==> config.mk <==
export PLATFORM = sky130hd
export DESIGN_NAME = branch_resolve_queue
export DESIGN_NICKNAME = d
export VERILOG_FILES = /design/src/rtl/branch_resolve_queue.sv
export SDC_FILE = /design/constraint.sdc
export NUM_CORES = 1
export LEC_CHECK = 0
export ABC_AREA = 1
export CAP_MARGIN = 20
export CORE_MARGIN = 2
export CORE_UTILIZATION = 31
export CTS_CLUSTER_DIAMETER = 200
export DETAILED_ROUTE_END_ITERATION = 12
export PLACE_DENSITY = 0.56
export SETUP_SLACK_MARGIN = 0.1
export SLEW_MARGIN = 25
export SYNTH_ARGS = -nofsm -noshare
export SYNTH_HDL_FRONTEND = slang
export SYNTH_SLANG_ARGS = --single-unit
export TNS_END_PERCENT = 10
==> constraint.sdc <==
create_clock -name clk -period 11.1 [get_ports clk]
set_clock_uncertainty 0.1 [all_clocks]
set_input_delay 2.22 -clock clk [delete_from_list [all_inputs] [get_ports clk]]
set_output_delay 2.22 -clock clk [all_outputs]
set_load 0.05 [all_outputs]
==> src/rtl/branch_resolve_queue.sv <==
// branch_resolve_queue
//   Holds in-flight predicted branches in program order between fetch (push)
//   and execute (resolve). Each resolve is checked against the oldest entry's
//   prediction. A misprediction raises a one-cycle flush with the correct
//   fetch PC and discards every younger (wrong-path) entry. Every accepted
//   resolve also sends a one-cycle update to the 2-bit BHT predictor.
//
// Ports
//   clk, reset_n        clock (rising edge), asynchronous active-low reset
//   i_push, i_push_pc, i_push_pred, i_push_target
//                       fetch records a predicted branch
//   o_push_ready        = !full, from registered state only
//   i_resolve, i_resolve_taken, i_resolve_target
//                       execute resolves the oldest branch
//   o_flush, o_redirect_pc
//                       registered misprediction pulse and correct fetch PC
//   o_upd_branch, o_upd_pc, o_upd_taken
//                       registered predictor update pulse, index, direction
//   o_full, o_empty, o_count
//                       occupancy, from registered state
//   o_mispred_cnt       saturating misprediction counter
module branch_resolve_queue #(
  parameter int DEPTH  = 4,
  parameter int PC_W   = 32,
  parameter int IDX_W  = 6,
  parameter int PC_INC = 1
) (
  input  logic                         clk,
  input  logic                         reset_n,
  input  logic                         i_push,
  input  logic [PC_W-1:0]              i_push_pc,
  input  logic                         i_push_pred,
  input  logic [PC_W-1:0]              i_push_target,
  output logic                         o_push_ready,
  input  logic                         i_resolve,
  input  logic                         i_resolve_taken,
  input  logic [PC_W-1:0]              i_resolve_target,
  output logic                         o_flush,
  output logic [PC_W-1:0]              o_redirect_pc,
  output logic                         o_upd_branch,
  output logic [IDX_W-1:0]             o_upd_pc,
  output logic                         o_upd_taken,
  output logic                         o_full,
  output logic                         o_empty,
  output logic [$clog2(DEPTH+1)-1:0]   o_count,
  output logic [15:0]                  o_mispred_cnt
);

  localparam int PTR_W = $clog2(DEPTH);
  localparam int CNT_W = $clog2(DEPTH+1);

  // Entry storage; contents are only meaningful while counted as occupied.
  logic [PC_W-1:0] r_pc_mem     [DEPTH];
  logic            r_pred_mem   [DEPTH];
  logic [PC_W-1:0] r_target_mem [DEPTH];

  logic [PTR_W-1:0] r_wr_ptr;
  logic [PTR_W-1:0] r_rd_ptr;
  logic [CNT_W-1:0] r_count;
  logic             r_flush;
  logic [PC_W-1:0]  r_redirect_pc;
  logic             r_upd_branch;
  logic [IDX_W-1:0] r_upd_pc;
  logic             r_upd_taken;
  logic [15:0]      r_mispred_cnt;

  logic             w_full;
  logic             w_empty;
  logic             w_res_acc;
  logic             w_mispred;
  logic             w_wr_en;
  logic [PC_W-1:0]  w_head_pc;
  logic             w_head_pred;
  logic [PC_W-1:0]  w_head_target;
  logic [CNT_W-1:0] w_count_next;

  assign w_full  = (r_count == CNT_W'(DEPTH));
  assign w_empty = (r_count == '0);

  assign w_head_pc     = r_pc_mem[r_rd_ptr];
  assign w_head_pred   = r_pred_mem[r_rd_ptr];
  assign w_head_target = r_target_mem[r_rd_ptr];

  // A branch cannot resolve in its own push cycle, so an empty queue ignores
  // resolve even when a push arrives alongside it.
  assign w_res_acc = i_resolve && !w_empty;
  assign w_mispred = w_res_acc &&
                     ((i_resolve_taken != w_head_pred) ||
                      (i_resolve_taken && w_head_pred &&
                       (i_resolve_target != w_head_target)));

  // A push coinciding with a misprediction is on the wrong path: never store it.
  assign w_wr_en = i_push && !w_full && !w_mispred;

  always_comb begin
    w_count_next = r_count;
    if (w_mispred) begin
      w_count_next = '0;
    end else begin
      case ({w_wr_en, w_res_acc})
        2'b10:   w_count_next = r_count + CNT_W'(1);
        2'b01:   w_count_next = r_count - CNT_W'(1);
        default: w_count_next = r_count;
      endcase
    end
  end

  always_ff @(posedge clk) begin
    if (w_wr_en) begin
      r_pc_mem[r_wr_ptr]     <= i_push_pc;
      r_pred_mem[r_wr_ptr]   <= i_push_pred;
      r_target_mem[r_wr_ptr] <= i_push_target;
    end
  end

  always_ff @(posedge clk or negedge reset_n) begin
    if (!reset_n) begin
      r_wr_ptr      <= '0;
      r_rd_ptr      <= '0;
      r_count       <= '0;
      r_flush       <= 1'b0;
      r_redirect_pc <= '0;
      r_upd_branch  <= 1'b0;
      r_upd_pc      <= '0;
      r_upd_taken   <= 1'b0;
      r_mispred_cnt <= '0;
    end else begin
      r_count      <= w_count_next;
      r_flush      <= w_mispred;
      r_upd_branch <= w_res_acc;
      if (w_wr_en) begin
        r_wr_ptr <= r_wr_ptr + PTR_W'(1);
      end
      if (w_mispred) begin
        // Drop all younger entries by collapsing the read pointer onto the
        // write pointer.
        r_rd_ptr      <= r_wr_ptr;
        r_redirect_pc <= i_resolve_taken ? i_resolve_target
                                         : w_head_pc + PC_W'(PC_INC);
        if (r_mispred_cnt != 16'hFFFF) begin
          r_mispred_cnt <= r_mispred_cnt + 16'd1;
        end
      end else if (w_res_acc) begin
        r_rd_ptr <= r_rd_ptr + PTR_W'(1);
      end
      if (w_res_acc) begin
        r_upd_pc    <= w_head_pc[IDX_W-1:0];
        r_upd_taken <= i_resolve_taken;
      end
    end
  end

  assign o_push_ready  = !w_full;
  assign o_full        = w_full;
  assign o_empty       = w_empty;
  assign o_count       = r_count;
  assign o_flush       = r_flush;
  assign o_redirect_pc = r_redirect_pc;
  assign o_upd_branch  = r_upd_branch;
  assign o_upd_pc      = r_upd_pc;
  assign o_upd_taken   = r_upd_taken;
  assign o_mispred_cnt = r_mispred_cnt;

endmodule
==> results of run 1 <==
==> synth_stat cells <==
master    instances
mux2i_1           3
buf_6             4
or2_2             1
nor2_4            1
edfxtp_1        260
nor4_1            2
nor3_1            3
nand2_2           5
nand4_1           7
inv_2             3
xnor2_1          18
clkbuf_1         11
ha_1              8
o21ai_0          70
xor2_1           17
o21ai_2           1
nand3b_1          7
inv_1            87
o22ai_2           1
nor2_1          208
buf_2            25
o22ai_1           2
nor2_2            6
buf_1             4
a31oi_1           3
buf_4            16
nand2_1         524
o21ai_1          34
fa_1              1
nand3_1         120
dfrtp_1          64
a21oi_1           8
a22oi_1           2
==> registers in the layout, summed over array words and instances, names as in the netlist <==
signal and count:
o_upd_pc 6, o_redirect_pc 32, r_pred_mem 4, o_mispred_cnt 16, r_rd_ptr 2, r_pc_mem 128
o_upd_branch 1, o_flush 1, r_target_mem 128, r_wr_ptr 2, o_upd_taken 1, o_count 3
==> report_power, final <==
group	internal (uW)	switching, uW	leakage, uW
clock network	721	482	0.000585
registers	1610	164	0.00318
logic	617	1510	0.00350
==> cell usage in the layout (no fill, tap or decap), types with 2 or more instances in the layout <==
master / count
nand2_1: 524
edfxtp_1: 260
nor2_1: 204
clkdlybuf4s50_1: 162
nand3_1: 120
inv_1: 86
o21ai_0: 70
dfrtp_1: 62
clkbuf_16: 39
o21ai_1: 34
xnor2_1: 18
xor2_1: 17
clkbuf_1: 11
buf_4: 10
clkinv_2: 9
ha_1: 8
nand4_1: 7
a21oi_1: 7
nand3b_1: 7
nor2_2: 6
clkinv_1: 6
nand2_2: 5
nor2_4: 5
buf_16: 4
mux2i_1: 3
nor3_1: 3
a31oi_1: 3
bufinv_16: 3
diode_2: 2
o22ai_1: 2
inv_2: 2
a22oi_1: 2
nor4_1: 2
==> layer usage <==
layer	up-vias	routed length [microns]	global-route usage, %
met2	309	20100	28.4
met4	0	789	4.77
met3	42	2250	2.77
li1	5363	-	-
met1	5298	20500	24.8
met5	-	0	0
==> cell type report <==
type	count	share of cell area, %
well taps	607	4.17
clock buffers	51	5.66
flip-flops and latches	324	51.7
repair buffers	178	10.0
inverters	90	1.87
diodes	2	0.0275
multi-input cells	1052	25.7
clock inverters	17	0.859
==> worst register-to-register path, delay by kind of cell (launching register included) <==
family / cells / cell delay (ns)
flip-flops: 1 / 0.92
AND/OR/NAND/NOR: 15 / 3.04
buffers and inverters: 4 / 2.35
==> stage by stage <==
stage          hold WS [ns]  power [uW]  utilization, %
6_report              0.378        5100            39.0
5_1_grt               0.411        5420            39.0
4_1_cts               0.381        5140            38.9
3_5_place_dp          0.365        3930            36.3
3_3_place_gp          0.364        3900            36.2
2_1_floorplan         0.392        3200               -
==> final timing paths <==
| kind | end | cells past startpoint |
|---|---|---|
| hold / removal | o_redirect_pc[23] | 2 |
| max in group asynchronous | r_rd_ptr[0] | 1 |
| min in group asynchronous | o_mispred_cnt[2] | 1 |
| setup / recovery | r_target_mem[3][5] | 19 |
| hold reg to reg | o_redirect_pc[23] | 2 |
| setup reg to reg | r_target_mem[3][5] | 19 |
==> logic make-up after synthesis <==
kind of cell / synth area share (%)
simple gates: 24.1
flops: 63.8
buf+inv: 4.64
compound gates: 4.26
xor+xnor: 2.08
fa+ha+maj: 0.815
mux: 0.204
==> flow_summary.ini, run 1 <==
[setup_path]
cp_max_fo = 72
r2r-start = r_rd_ptr[0]
cp_cell_sequence = clkinv_2 > buf_4 > nand2_1 > nand2_1 > nand2_1 > nand3b_1 > nand2_1 > nand2_1 > nor2_1 > nand2_1 > nor2_1 > nand2_1 > nand2_2 > nand2_2 > nand2_2 > nand2_2 > nor2_4 > buf_16 > buf_4
critPathLaunch = r_rd_ptr[0]
critical_path_required_ns = 11.16
worstSetupPathType = reg -> reg
cpMostUsedCell = nand2_1
cp-end-kind = flip-flop
worstPathArrival_ns = 6.88
critPathSlowestCell = dfrtp_4
critPathTopFamily = simple AND/OR/NAND/NOR gates
rrSetupSlack_ns = 4.28
start_kind = flip-flop
crit_buf_inv = 4
max_stage_delay_ns = 0.92

[yosys]
synth_cells = 1526
synth_cell_types = 33
ys_seq_area_share_pct = 63.8
synth_top_area_cell = edfxtp_1
synth_warnings = 0
synth_top_area_share_pct = 53.0
synth_seq_cells = 324
netlist_top_cells_area = edfxtp_1 (53%), nand2_1 (13%), dfrtp_1 (11%)
syn_area_sq_mm = 0.0147
syn_nets = 1637
syn_avg_cell_area_sq_um = 9.66

[die]
initial_utilization_pct = 31.5
rows = 79
core_area_sq_mm = 0.0468
dieArea_sq_mm = 0.0493
die_y_microns = 222
pin_count = 165
chipWidth_microns = 222

[power_and_ir_drop]
pwr_density_cell_mw_per_mm2 = 280
ir_worst_vdd_mv = 0.187
p_leak_uw = 0.00727

[grt]
grt_max_degree = 75
grt_pass1_wl_mm = 66.0
gr-usage-all-layers_pct = 17.7
grt.overflow.total = 0
grt_pass1_vias = 10500
antenna_found_initial = 2

[placed_design]
place.gp.congestion = 0.855
dp_hpwl_mm = 29.6
dp_worst_setup_slack_ns = 4.28
io_buffers = 164
dpl_cell_area_sq_mm = 0.0170
dp_cells = 2250

[layout]
num-fill-cells = 4591
drive_gt1_share_pct = 5.43
fin_area_sq_mm = 0.0182
multi_input_area_sq_mm = 0.00468
final_cell_count_no_fill = 2321
synthToLayoutAreaGrowth_pct = 23.6
fin_nets = 1795
final-seq-area_sq_mm = 0.00941

[clock_tree]
clk_pin_slew_ns = 0.06
post_cts_resized = 0
clkSinkCount = 324
hold_buffers = 0
insertion_delay_ns = 0.53
htreeDepth = 2
cts_root_buf = clkbuf_16
cts_tree = built
cts_buffers = 38
clk_path_buf_depth = 3
cts_setup_buffers = 0

[detailed_routing]
drt_pre_antenna_iters = 7
vias_per_cell = 4.74
vias = 11000
finalWirelength_mm = 43.7
drc = 0
drt_iter0_markers = 972
ant_nets = 0
drt-wirelength-per-cell_microns = 18.8

[sta]
rsz0062_at_grt = false
tns_ns = 0
setup_viol = 0
hold_viol = 0
fin_crit_ns = 6.82
maxSlewHeadroom_pct = 35.2
worst_slew_pin_slew_ns = 0.971
worst_slack_ns = 4.28
fmax_mhz = 147
finalCritPeriodShare_pct = 61.5
slew_viol_final = 0

[run]
maxCapViolCount = 0

[outcome]
status = completed

[min_path]
min_path_type = reg -> reg
min-delay-start = o_redirect_pc[23]
Note: power is estimated with default switching activity, not from simulation.
==> run 2: changes to the inputs <==
clock period = 6.9 ns   (was 11.1 ns; I/O delays follow)
==> run 2 against run 1 <==
Effect of this change:
- hold slack improved by 0.0015 ns
- sequential power rose by 60%
- die area is the same
- non-clock buffer count unchanged
- combinational power rose by 58%
- largest power group unchanged
==> flow_summary.ini, run 2 (synthesis gave the netlist of run 1 again) <==
[die]
initial_utilization_pct = 31.5
die_y_microns = 222
rows = 79
pin_count = 165
chipWidth_microns = 222
core_area_sq_mm = 0.0468
dieArea_sq_mm = 0.0493

[sta]
fin_crit_ns = 4.86
slew_viol_final = 0
rsz0062_at_grt = false
worst_slack_ns = 2.04
fmax_mhz = 206
hold_viol = 0
hold_ws_ns = 0.380
setup_viol = 0
tns_ns = 0
worst_slew_pin_slew_ns = 0.905
maxSlewHeadroom_pct = 39.7
finalCritPeriodShare_pct = 70.4

[power_and_ir_drop]
ir_worst_vdd_mv = 0.288
p_leak_uw = 0.00729
pwr_density_cell_mw_per_mm2 = 453

[detailed_routing]
drt_iter0_markers = 980
drc = 0
finalWirelength_mm = 43.0
vias_per_cell = 4.78
drt-wirelength-per-cell_microns = 18.5
vias = 11100
drt_pre_antenna_iters = 5
ant_nets = 0

[grt]
grt_pass1_wl_mm = 64.8
grt.overflow.total = 0
grt_pass1_vias = 10500
grt_max_degree = 72
antenna_found_initial = 2
gr-usage-all-layers_pct = 17.4

[layout]
drive_gt1_share_pct = 5.72
most-common-layout-cells = nand2_1 (524), edfxtp_1 (260), nor2_1 (204)
final_cell_count_no_fill = 2321
fin_area_sq_mm = 0.0183
antenna_cells = 0
num-fill-cells = 4609
synthToLayoutAreaGrowth_pct = 23.9
mostFrequentLayoutCell = nand2_1
fin_nets = 1796

[clock_tree]
clkSinkCount = 324
cts_tree = built
cts_buffers = 39
clk_path_buf_depth = 3
clk_pin_slew_ns = 0.06
cts_setup_buffers = 0
insertion_delay_ns = 0.55
htreeDepth = 2
cts_root_buf = clkbuf_16
hold_buffers = 0
post_cts_resized = 0

[min_path]
min_path_type = reg -> reg

[placed_design]
dp_hpwl_mm = 28.8
place.gp.congestion = 0.848
dp_worst_setup_slack_ns = 1.91
dpl_cell_area_sq_mm = 0.0169
io_buffers = 164
dp_cells = 2250

[setup_path]
cp-end-kind = flip-flop
worstPathArrival_ns = 5.18
worstSetupPathType = reg -> reg
cp_max_fo = 68
start_kind = flip-flop
critical_path_required_ns = 7.22

[run]
maxCapViolCount = 0

[outcome]
status = completed
run 2: changes by cell type in the layout (fill, tap and decap cells not counted), sizes merged:
cell,change
bufinv,+2
diode,-2
clkinv,-1
clkinvlp,+1
inv,+1
clkbuf,-1
run 2: layout make-up:
type / instances / area [sq um] / share of cell area [%]
Sequential cell: 324 / 9410 / 51.5
Multi-Input combinational cell: 1052 / 4680 / 25.6
Timing Repair Buffer: 178 / 1770 / 9.69
Clock buffer: 50 / 1060 / 5.79
Tap cell: 607 / 759 / 4.16
Inverter: 90 / 340 / 1.86
Clock inverter: 20 / 238 / 1.30
run 2: worst max-delay path, stage by stage (launching register included):
cell and delay [ns]:
dfrtp_4 0.88, clkinv_2 0.63, buf_4 0.47, nand2_1 0.10
nand3_1 0.08, nand2_1 0.10, nand2_1 0.05, nand2_1 0.08
nand2_1 0.08, nor2_1 0.10, nand2_1 0.07, nor2_1 0.11
nand2_1 0.12, nand2_2 0.15, nand2_2 0.11, nand2_2 0.09
nand2_2 0.19, ha_1 0.31, fa_1 0.39, a21oi_1 0.13
o21ai_0 0.11, xor2_1 0.15, nor2_1 0.06
run 2: final timing paths:
kind | cells past startpoint | start | to | slack [ns]
max | 22 | r_rd_ptr[0] | o_count[2] | 2.04
min | 2 | o_redirect_pc[26] | o_redirect_pc[26] | 0.38
max reg2reg | 22 | r_rd_ptr[0] | o_count[2] | 2.04
min reg2reg | 2 | o_redirect_pc[26] | o_redirect_pc[26] | 0.38
max in group asynchronous | 1 | reset_n | r_rd_ptr[0] | 5.18
min in group asynchronous | 1 | reset_n | o_mispred_cnt[4] | 0.84
run 2: per-stage QoR:
| step | utilization (%) | power (uW) |
|---|---|---|
| 6_report | 39.1 | 8260 |
| 5_1_grt | 39.1 | 8790 |
| 4_1_cts | 39.0 | 8330 |
| 3_5_place_dp | 36.2 | 6220 |
| 3_3_place_gp | 36.2 | 6190 |
| 2_1_floorplan | - | 5140 |
run 2: power breakdown:
group	total (uW)	internal [uW]	leakage, uW	switching [uW]
registers	2830	2590	0.00318	244
logic	3360	975	0.00348	2380
clock network	2070	1270	0.000629	804
total	8260	4840	0.00729	3430
run 2: layer usage:
metal	up-vias	wire, microns	track usage, %	part of all wire, %
li1	5357	-	-	-
met3	70	2550	3.03	5.9
met5	-	16	0	0.037
met4	2	1340	6.65	3.1
met1	5323	19000	23.8	44
met2	332	20100	27.6	47
==> run 3: changes to the inputs <==
PLACE_DENSITY = 0.58   (was 0.56)
clock period = 4 ns   (was 6.9 ns; I/O delays follow)
==> run 3 against run 2 <==
Effect of this change:
- the flow now finishes with violations (design-rule violations)
- sequential cell count unchanged
- largest cell class unchanged
- combinational power increased by 84%
- routed wire length increased by 0.65%
- global-route usage about the same
- critical path depth decreased by 1
- core utilization increased by 0.28 points
==> flow_summary.ini, run 3 (synthesis gave the netlist of run 1 again) <==
[grt]
grt_pass1_vias = 10600
antenna_found_initial = 3
grt_max_degree = 77
grt_pass1_wl_mm = 65.2
gr-usage-all-layers_pct = 17.4
grt.overflow.total = 0

[layout]
drive_gt1_share_pct = 6.30
num-fill-cells = 4608
fin_area_sq_mm = 0.0184
most-common-layout-cells = nand2_1 (524), edfxtp_1 (260), nor2_1 (204)
fin_nets = 1812
multi_input_area_sq_mm = 0.00468
final-seq-area_sq_mm = 0.00941
synthToLayoutAreaGrowth_pct = 24.8
mostFrequentLayoutCell = nand2_1

[detailed_routing]
vias_per_cell = 4.71
drt_iter0_markers = 999
ant_nets = 0
finalWirelength_mm = 43.3
drt-wirelength-per-cell_microns = 18.5
vias = 11000
drt_pre_antenna_iters = 9
drc = 1

[outcome]
violations = design-rule violations
status = finished with violations

[clock_tree]
clkSinkCount = 324
cts_tree = built
cts_setup_buffers = 0
cts_buffers = 38
cts_root_buf = clkbuf_16
clk_pin_slew_ns = 0.06
insertion_delay_ns = 0.54
htreeDepth = 2
clk_path_buf_depth = 3

[sta]
hold_viol = 0
setup_viol = 0
rsz0062_at_grt = false
fin_crit_ns = 3.55
slew_viol_final = 0
fmax_mhz = 281
worst_slew_pin_slew_ns = 0.926
tns_ns = 0
finalCritPeriodShare_pct = 88.8
maxSlewHeadroom_pct = 38.3

[setup_path]
max_stage_delay_ns = 0.42
cp_max_fo = 26
worstPathArrival_ns = 3.93
cp-end-kind = flip-flop
critPathSlowestCell = dfrtp_2
start_kind = flip-flop
cp_cell_sequence = inv_4 > buf_4 > nand3_1 > nand3_1 > nand2_1 > inv_1 > nand2_1 > nor2_1 > nand2_1 > nor2_1 > nand2_1 > nand2_2 > nand2_2 > nand2_2 > nand2_2 > ha_1 > fa_1 > a21oi_1 > o21ai_0 > xor2_1 > nor2_1
cp.depth = 21
critical_path_required_ns = 4.37
critPathTopFamily = simple AND/OR/NAND/NOR gates
crit_buf_inv = 3
worstSetupPathType = reg -> reg
reg2regPathDepth = 21

[die]
core_area_sq_mm = 0.0468
die_y_microns = 222
rows = 79
pin_count = 165
chipWidth_microns = 222
initial_utilization_pct = 31.5
dieArea_sq_mm = 0.0493

[placed_design]
dpl_cell_area_sq_mm = 0.0172
dp_hpwl_mm = 29.9
io_buffers = 164
place.gp.congestion = 0.893

[power_and_ir_drop]
total_power_uw = 14200
p_leak_uw = 0.00735
ir_worst_vdd_mv = 0.457
pwr_density_cell_mw_per_mm2 = 771

[run]
maxCapViolCount = 0

[min_path]
min_path_type = in -> async
[run 3: cell count changes in the layout (fill, tap and decap cells not counted), sizes merged]
cell and change:
inv +1, bufinv -4, buf +17, clkbuf +3
clkinv -3, clkinvlp +1, diode +2
[run 3: timing repair]
item                       in CTS  in global routing
hold buffers                    0                  0
setup endpoints to repair       0                 60
gates resized for setup         0                  5
[run 3: path summary, 6_finish.rpt]
check,start,slack [ns],end
max in group asynchronous,reset_n,2.54,r_rd_ptr[1]
min,reset_n,0.29,o_mispred_cnt[0]
max reg2reg,r_rd_ptr[1],0.45,o_count[2]
min in group clk,o_redirect_pc[28],0.38,o_redirect_pc[28]
max,r_rd_ptr[1],0.45,o_count[2]
min reg2reg,o_redirect_pc[28],0.38,o_redirect_pc[28]
[run 3: cell type report]
class                      instances  area share (%)
sequential                       324            51.2
multi-input combinational       1052            25.5
timing repair buffer             195            11.0
clock buffer                      53            5.76
tap                              607            4.13
inverter                          90            1.88
clock inverter                    15           0.544
antenna                            2          0.0272
[run 3: per-stage QoR]
step | std cells | utilization [%] | hold slack, ns | setup slack [ns]
global route | 2338 | 39.3 | 0.355 | 0.117
CTS | 2335 | 39.2 | 0.307 | 0.207
finish | 2338 | 39.3 | 0.294 | 0.447
floorplan | 1526 | - | 0.392 | -0.264
detailed placement | 2267 | 36.8 | 0.365 | 0.121
global placement | 2267 | 36.8 | 0.363 | 0.0770
[run 3: metal layers]
metal	vias to the layer above	GRT usage (%)	wire [microns]
met1	5242	23.9	19900
met3	56	3.26	2430
li1	5386	-	-
met2	324	28.2	20100
met4	0	4.97	916
met5	-	0	0
[run 3: power by group]
group | switching [uW] | internal [uW] | leakage [uW]
logic | 4320 | 1860 | 0.00361
registers | 309 | 4460 | 0.00318
clock network | 1330 | 1910 | 0.000561
